===== config.mk =====
export PLATFORM = sky130hd
export DESIGN_NAME = buffer_skid
export DESIGN_NICKNAME = d
export VERILOG_FILES = /design/src/rtl/buffer_skid_pkg.sv /design/src/rtl/buffer_skid_slot.sv /design/src/rtl/buffer_skid.sv
export SDC_FILE = /design/constraint.sdc
export NUM_CORES = 1
export LEC_CHECK = 0
export BUFFER_PORTS_ARGS = -buffer_cell sky130_fd_sc_hd__buf_2
export CORE_ASPECT_RATIO = 0.7
export CORE_MARGIN = 2
export CORE_UTILIZATION = 40
export CTS_BUF_LIST = sky130_fd_sc_hd__clkbuf_4
export DETAILED_ROUTE_END_ITERATION = 10
export GPL_TIMING_DRIVEN = 0
export PLACE_DENSITY_LB_ADDON = 0.12
export SLEW_MARGIN = 0
export SYNTH_ARGS = -nofsm -noshare
export SYNTH_HDL_FRONTEND = slang
export SYNTH_HIERARCHICAL = 1
export SYNTH_SLANG_ARGS = --single-unit

===== constraint.sdc =====
create_clock -name clk -period 4.3 [get_ports clk]
set_clock_uncertainty 0.2 [all_clocks]
set_input_delay 0.215 -clock clk [delete_from_list [all_inputs] [get_ports clk]]
set_output_delay 0.215 -clock clk [all_outputs]
set_load 0.02 [all_outputs]

===== src/rtl/buffer_skid_pkg.sv =====
// Shared defaults, control-bit positions and occupancy states for the
// execute-to-memory skid buffer.
package buffer_skid_pkg;

  localparam int DATA_W_DEF = 32;
  localparam int ADDR_W_DEF = 5;
  localparam int CTRL_W_DEF = 3;

  localparam int WE_BR = 0;
  localparam int W_RAM = 1;
  localparam int R_RAM = 2;

  typedef enum logic [1:0] {
    EMPTY = 2'd0,
    ONE   = 2'd1,
    FULL  = 2'd2
  } state_t;

endpackage


===== src/rtl/buffer_skid_slot.sv =====
// One valid+payload register. Clear wins over load and zeroes the payload,
// so an empty slot never carries stale control bits.
module buffer_slot #(
  parameter int W = 8
) (
  input  logic         clk,
  input  logic         rst,
  input  logic         load,
  input  logic         clear,
  input  logic [W-1:0] d,
  output logic         valid,
  output logic [W-1:0] q
);

  always_ff @(posedge clk or posedge rst) begin
    if (rst) begin
      valid <= 1'b0;
      q     <= '0;
    end else if (clear) begin
      valid <= 1'b0;
      q     <= '0;
    end else if (load) begin
      valid <= 1'b1;
      q     <= d;
    end else begin
      valid <= valid;
      q     <= q;
    end
  end

endmodule


===== src/rtl/buffer_skid.sv =====
// Two-entry skid buffer between pipeline stages: MAIN drives the outputs,
// SKID catches the one beat accepted while downstream stalls.
module buffer_skid
  import buffer_skid_pkg::*;
#(
  parameter int DATA_W = DATA_W_DEF,
  parameter int ADDR_W = ADDR_W_DEF,
  parameter int CTRL_W = CTRL_W_DEF
) (
  input  logic              clk,
  input  logic              rst,
  input  logic              in_valid,
  output logic              in_ready,
  input  logic [CTRL_W-1:0] in_ctrl,
  input  logic [DATA_W-1:0] in_dw_alu,
  input  logic [DATA_W-1:0] in_dr1,
  input  logic [DATA_W-1:0] in_dr2,
  input  logic [ADDR_W-1:0] in_wa,
  output logic              out_valid,
  input  logic              out_ready,
  output logic [CTRL_W-1:0] out_ctrl,
  output logic [DATA_W-1:0] out_dw_alu,
  output logic [DATA_W-1:0] out_dr1,
  output logic [DATA_W-1:0] out_dr2,
  output logic [ADDR_W-1:0] out_wa,
  input  logic              flush,
  output logic [1:0]        occ
);

  localparam int PW = CTRL_W + 3 * DATA_W + ADDR_W;

  state_t        state, state_next;
  logic [PW-1:0] in_pay, main_d, main_q, skid_q;
  logic          main_load, main_clear, skid_load, skid_clear, main_from_skid;
  logic          skid_valid, in_hs, out_hs;
  logic [1:0]    occ_next;

  assign in_pay = {in_ctrl, in_dw_alu, in_dr1, in_dr2, in_wa};
  assign in_hs  = in_valid & in_ready;
  assign out_hs = out_valid & out_ready;
  assign main_d = main_from_skid ? skid_q : in_pay;
  assign {out_ctrl, out_dw_alu, out_dr1, out_dr2, out_wa} = main_q;

  always_ff @(posedge clk or posedge rst) begin
    if (rst) begin
      state    <= EMPTY;
      in_ready <= 1'b1;
      occ      <= 2'd0;
    end else begin
      state    <= state_next;
      in_ready <= (state_next != FULL);
      occ      <= occ_next;
    end
  end

  // Flush overrides everything; a beat handshaken alongside it is simply lost.
  always_comb begin
    state_next     = state;
    main_load      = 1'b0;
    main_clear     = 1'b0;
    skid_load      = 1'b0;
    skid_clear     = 1'b0;
    main_from_skid = 1'b0;
    if (flush) begin
      state_next = EMPTY;
      main_clear = 1'b1;
      skid_clear = 1'b1;
    end else begin
      case (state)
        EMPTY: begin
          if (in_hs) begin
            main_load  = 1'b1;
            state_next = ONE;
          end else begin
            state_next = EMPTY;
          end
        end
        ONE: begin
          if (in_hs && out_hs) begin
            main_load  = 1'b1;
            state_next = ONE;
          end else if (in_hs) begin
            skid_load  = 1'b1;
            state_next = FULL;
          end else if (out_hs) begin
            main_clear = 1'b1;
            state_next = EMPTY;
          end else begin
            state_next = ONE;
          end
        end
        FULL: begin
          if (out_hs) begin
            main_load      = 1'b1;
            main_from_skid = 1'b1;
            skid_clear     = 1'b1;
            state_next     = ONE;
          end else begin
            state_next = FULL;
          end
        end
        default: begin
          main_clear = 1'b1;
          skid_clear = 1'b1;
          state_next = EMPTY;
        end
      endcase
    end
  end

  always_comb begin
    case (state_next)
      EMPTY:   occ_next = 2'd0;
      ONE:     occ_next = 2'd1;
      FULL:    occ_next = 2'd2;
      default: occ_next = 2'd0;
    endcase
  end

  buffer_slot #(.W(PW)) u_main (
    .clk   (clk),
    .rst   (rst),
    .load  (main_load),
    .clear (main_clear),
    .d     (main_d),
    .valid (out_valid),
    .q     (main_q)
  );

  buffer_slot #(.W(PW)) u_skid (
    .clk   (clk),
    .rst   (rst),
    .load  (skid_load),
    .clear (skid_clear),
    .d     (in_pay),
    .valid (skid_valid),
    .q     (skid_q)
  );

endmodule


==> qor.txt <==
Power, Total: 0.00471 W
Clock transition at path regs: 0.07 ns
Post-DR vias/cell: 4.72
WS Path Type: reg2reg
CP Data Arrival Time: 2.80 ns
Slew HR: 59.8%
DRC viols: 0
First-pass GRT wire length: 42400 µm
Internal power: 0.00340 W
Crit Path Max Fanout: 10
Clk buf depth: 3
Die area: 0.0273 mm²
Clk sink count: 214
Placed insts: 1372
Initial antenna violation count: 1
Hold WC Path Type: in2reg
Synth Area per Inst: 12.6 µm²
Later-pin clock latency in the skew report: 0.70 ns
Final hold violation count: 0
Part of the power in combinational logic: 16.5%
Slew @ Worst Pin: 0.604 ns
Unrepaired setup endpoints after global routing: false
Vias in the first global route: 8035
Root Driver: clkbuf_4
Smallest hold slack: 0.105 ns
Finished Layout Cells: 1581
Achievable Freq: 406 MHz
Via Count: 7460
Post-layout minimum cycle time: 2.46 ns
Maximum vdd drop: 0.000218 V
Routed len/inst: 16.8 µm
Share of layout cells above drive strength 1: 36.7%
Postcts setup bufs: 0
Max-cap violations: 0
Switching share of total power: 27.7%
Switching power: 0.00130 W
Syn_nets: 934
Slew Limit Fails: 0
Total congestion overflow: 0
Mapped Area: 0.0104 mm²
Period utilization: 57.3%
Initial Util: 40.6%
CTS buffer count: 55
Syn Inst Count: 824
Syn-to-layout area delta: 32.4%
Antenna viol nets, final: 0
Largest net degree at the start of global routing: 59
Nets: 1319
Core area: 0.0256 mm²
P_leak: 6.64 nW
Die Ht: 139 µm
IO Port Bufs: 215
FP Rows: 49
Status: completed
GRT Overall Usage: 19.7%
Flop pwr share: 45.7%
Power Density: 342 mW/mm²
CTS H-Tree Depth: 2
Crit. End Element: register
Die width: 197 µm
# setup viols final: 0
Drt initial violations: 308
DR pass1 iterations: 4
Clk pwr share: 37.8%
Ys Warns: 6
Filler cell count: 2336
WL final: 26600 µm
GP Congestion: 0.756
CTS tree: done
Io pins: 217
Startpoint types: register
Dpl hpwl: 17300 µm
CP required: 4.64 ns
worst max-delay path: stages (launching register included):
cell	delay, ns
dfrtp_1	0.40
and2_1	0.14
clkbuf_2	0.17
or3b_2	0.45
a21oi_1	0.15
buf_4	0.18
buf_8	0.20
buf_12	0.17
mux2i_1	0.19
nor2_1	0.06
layout make-up:
type                       count  area [µm²]  share of cell area (%)
antenna                        2        5.00                  0.0363
buffer                        61         598                    4.34
clock buffer                  83         623                    4.52
clock inverter                13        78.8                   0.572
inverter                       3        21.3                   0.154
multi-input combinational    546        4430                    32.2
sequential                   214        5360                    38.9
tap                          331         414                    3.01
timing repair buffer         328        2240                    16.3
sequential cells by signal, summed over array words and instances, names as in the netlist:
signal / flops
in_ready: 1
u_main/q: 104
u_main/valid: 1
state: 2
occ: 2
u_skid/q: 104
per-layer routing:
metal | GRT usage, % | vias up | wire length (µm)
met4 | 5.98 | 0 | 412
met5 | 0 | - | 0
met1 | 28.0 | 3610 | 13100
met2 | 30.4 | 198 | 11700
met3 | 4.13 | 43 | 1300
li1 | - | 3609 | -
power groups by stage:
stage                     clock network, W  logic [W]  registers [W]
after CTS                          0.00185   0.000788        0.00215
after global placement                   0   0.000690        0.00219
after detailed placement                 0   0.000704        0.00219
final                              0.00178   0.000778        0.00215
after global routing               0.00195   0.000845        0.00216
after floorplan                          0   0.000387        0.00226
final timing paths:
kind | start | end | slack, ns | cells past startpoint
max in group asynchronous | rst | u_main/q[100]$_DFFE_PP0P_ | 2.54 | 5
worst min register to register | u_main/q[77]$_DFFE_PP0P_ | u_main/q[77]$_DFFE_PP0P_ | 0.32 | 2
worst max-delay path | u_main/valid$_DFFE_PP0P_ | u_main/q[70]$_DFFE_PP0P_ | 1.84 | 9
worst max register to register | u_main/valid$_DFFE_PP0P_ | u_main/q[70]$_DFFE_PP0P_ | 1.84 | 9
worst min-delay path | in_dr1[22] | u_skid/q[59]$_DFFE_PP0P_ | 0.11 | 4
min in group asynchronous | rst | occ[0]$_DFF_PP0_ | 0.54 | 4
what timing repair did:
item,4_1_cts,5_1_grt
gates resized for setup,0,0
hold buffers,111,0
endpoints found under the hold margin,427,0
through the flow:
step                      utilization [%]  area [µm²]  setup TNS [ns]  worst slack [ns]
after floorplan                         -       10400               0              1.12
after global placement               46.4       11900         -156.52            -0.873
after detailed placement             46.6       12000               0              1.79
after CTS                            53.7       13800               0              1.79
after global routing                 53.7       13800               0              1.62
final                                53.7       13800               0              1.84
placed cells by master, fill, tap and decap left out, drive strengths merged, types with 2 or more instances in the layout:
cell	count
inv	4
clkbuf	94
nand2b	3
diode	2
nand2	2
and2	2
mux2	104
dlygate4sd3	111
nand4b	2
mux2i	208
o21ai	3
a21oi	3
buf	267
clkinv	11
nor2	212
dfrtp	213
No activity file was read; power rests on OpenSTA's default activity.
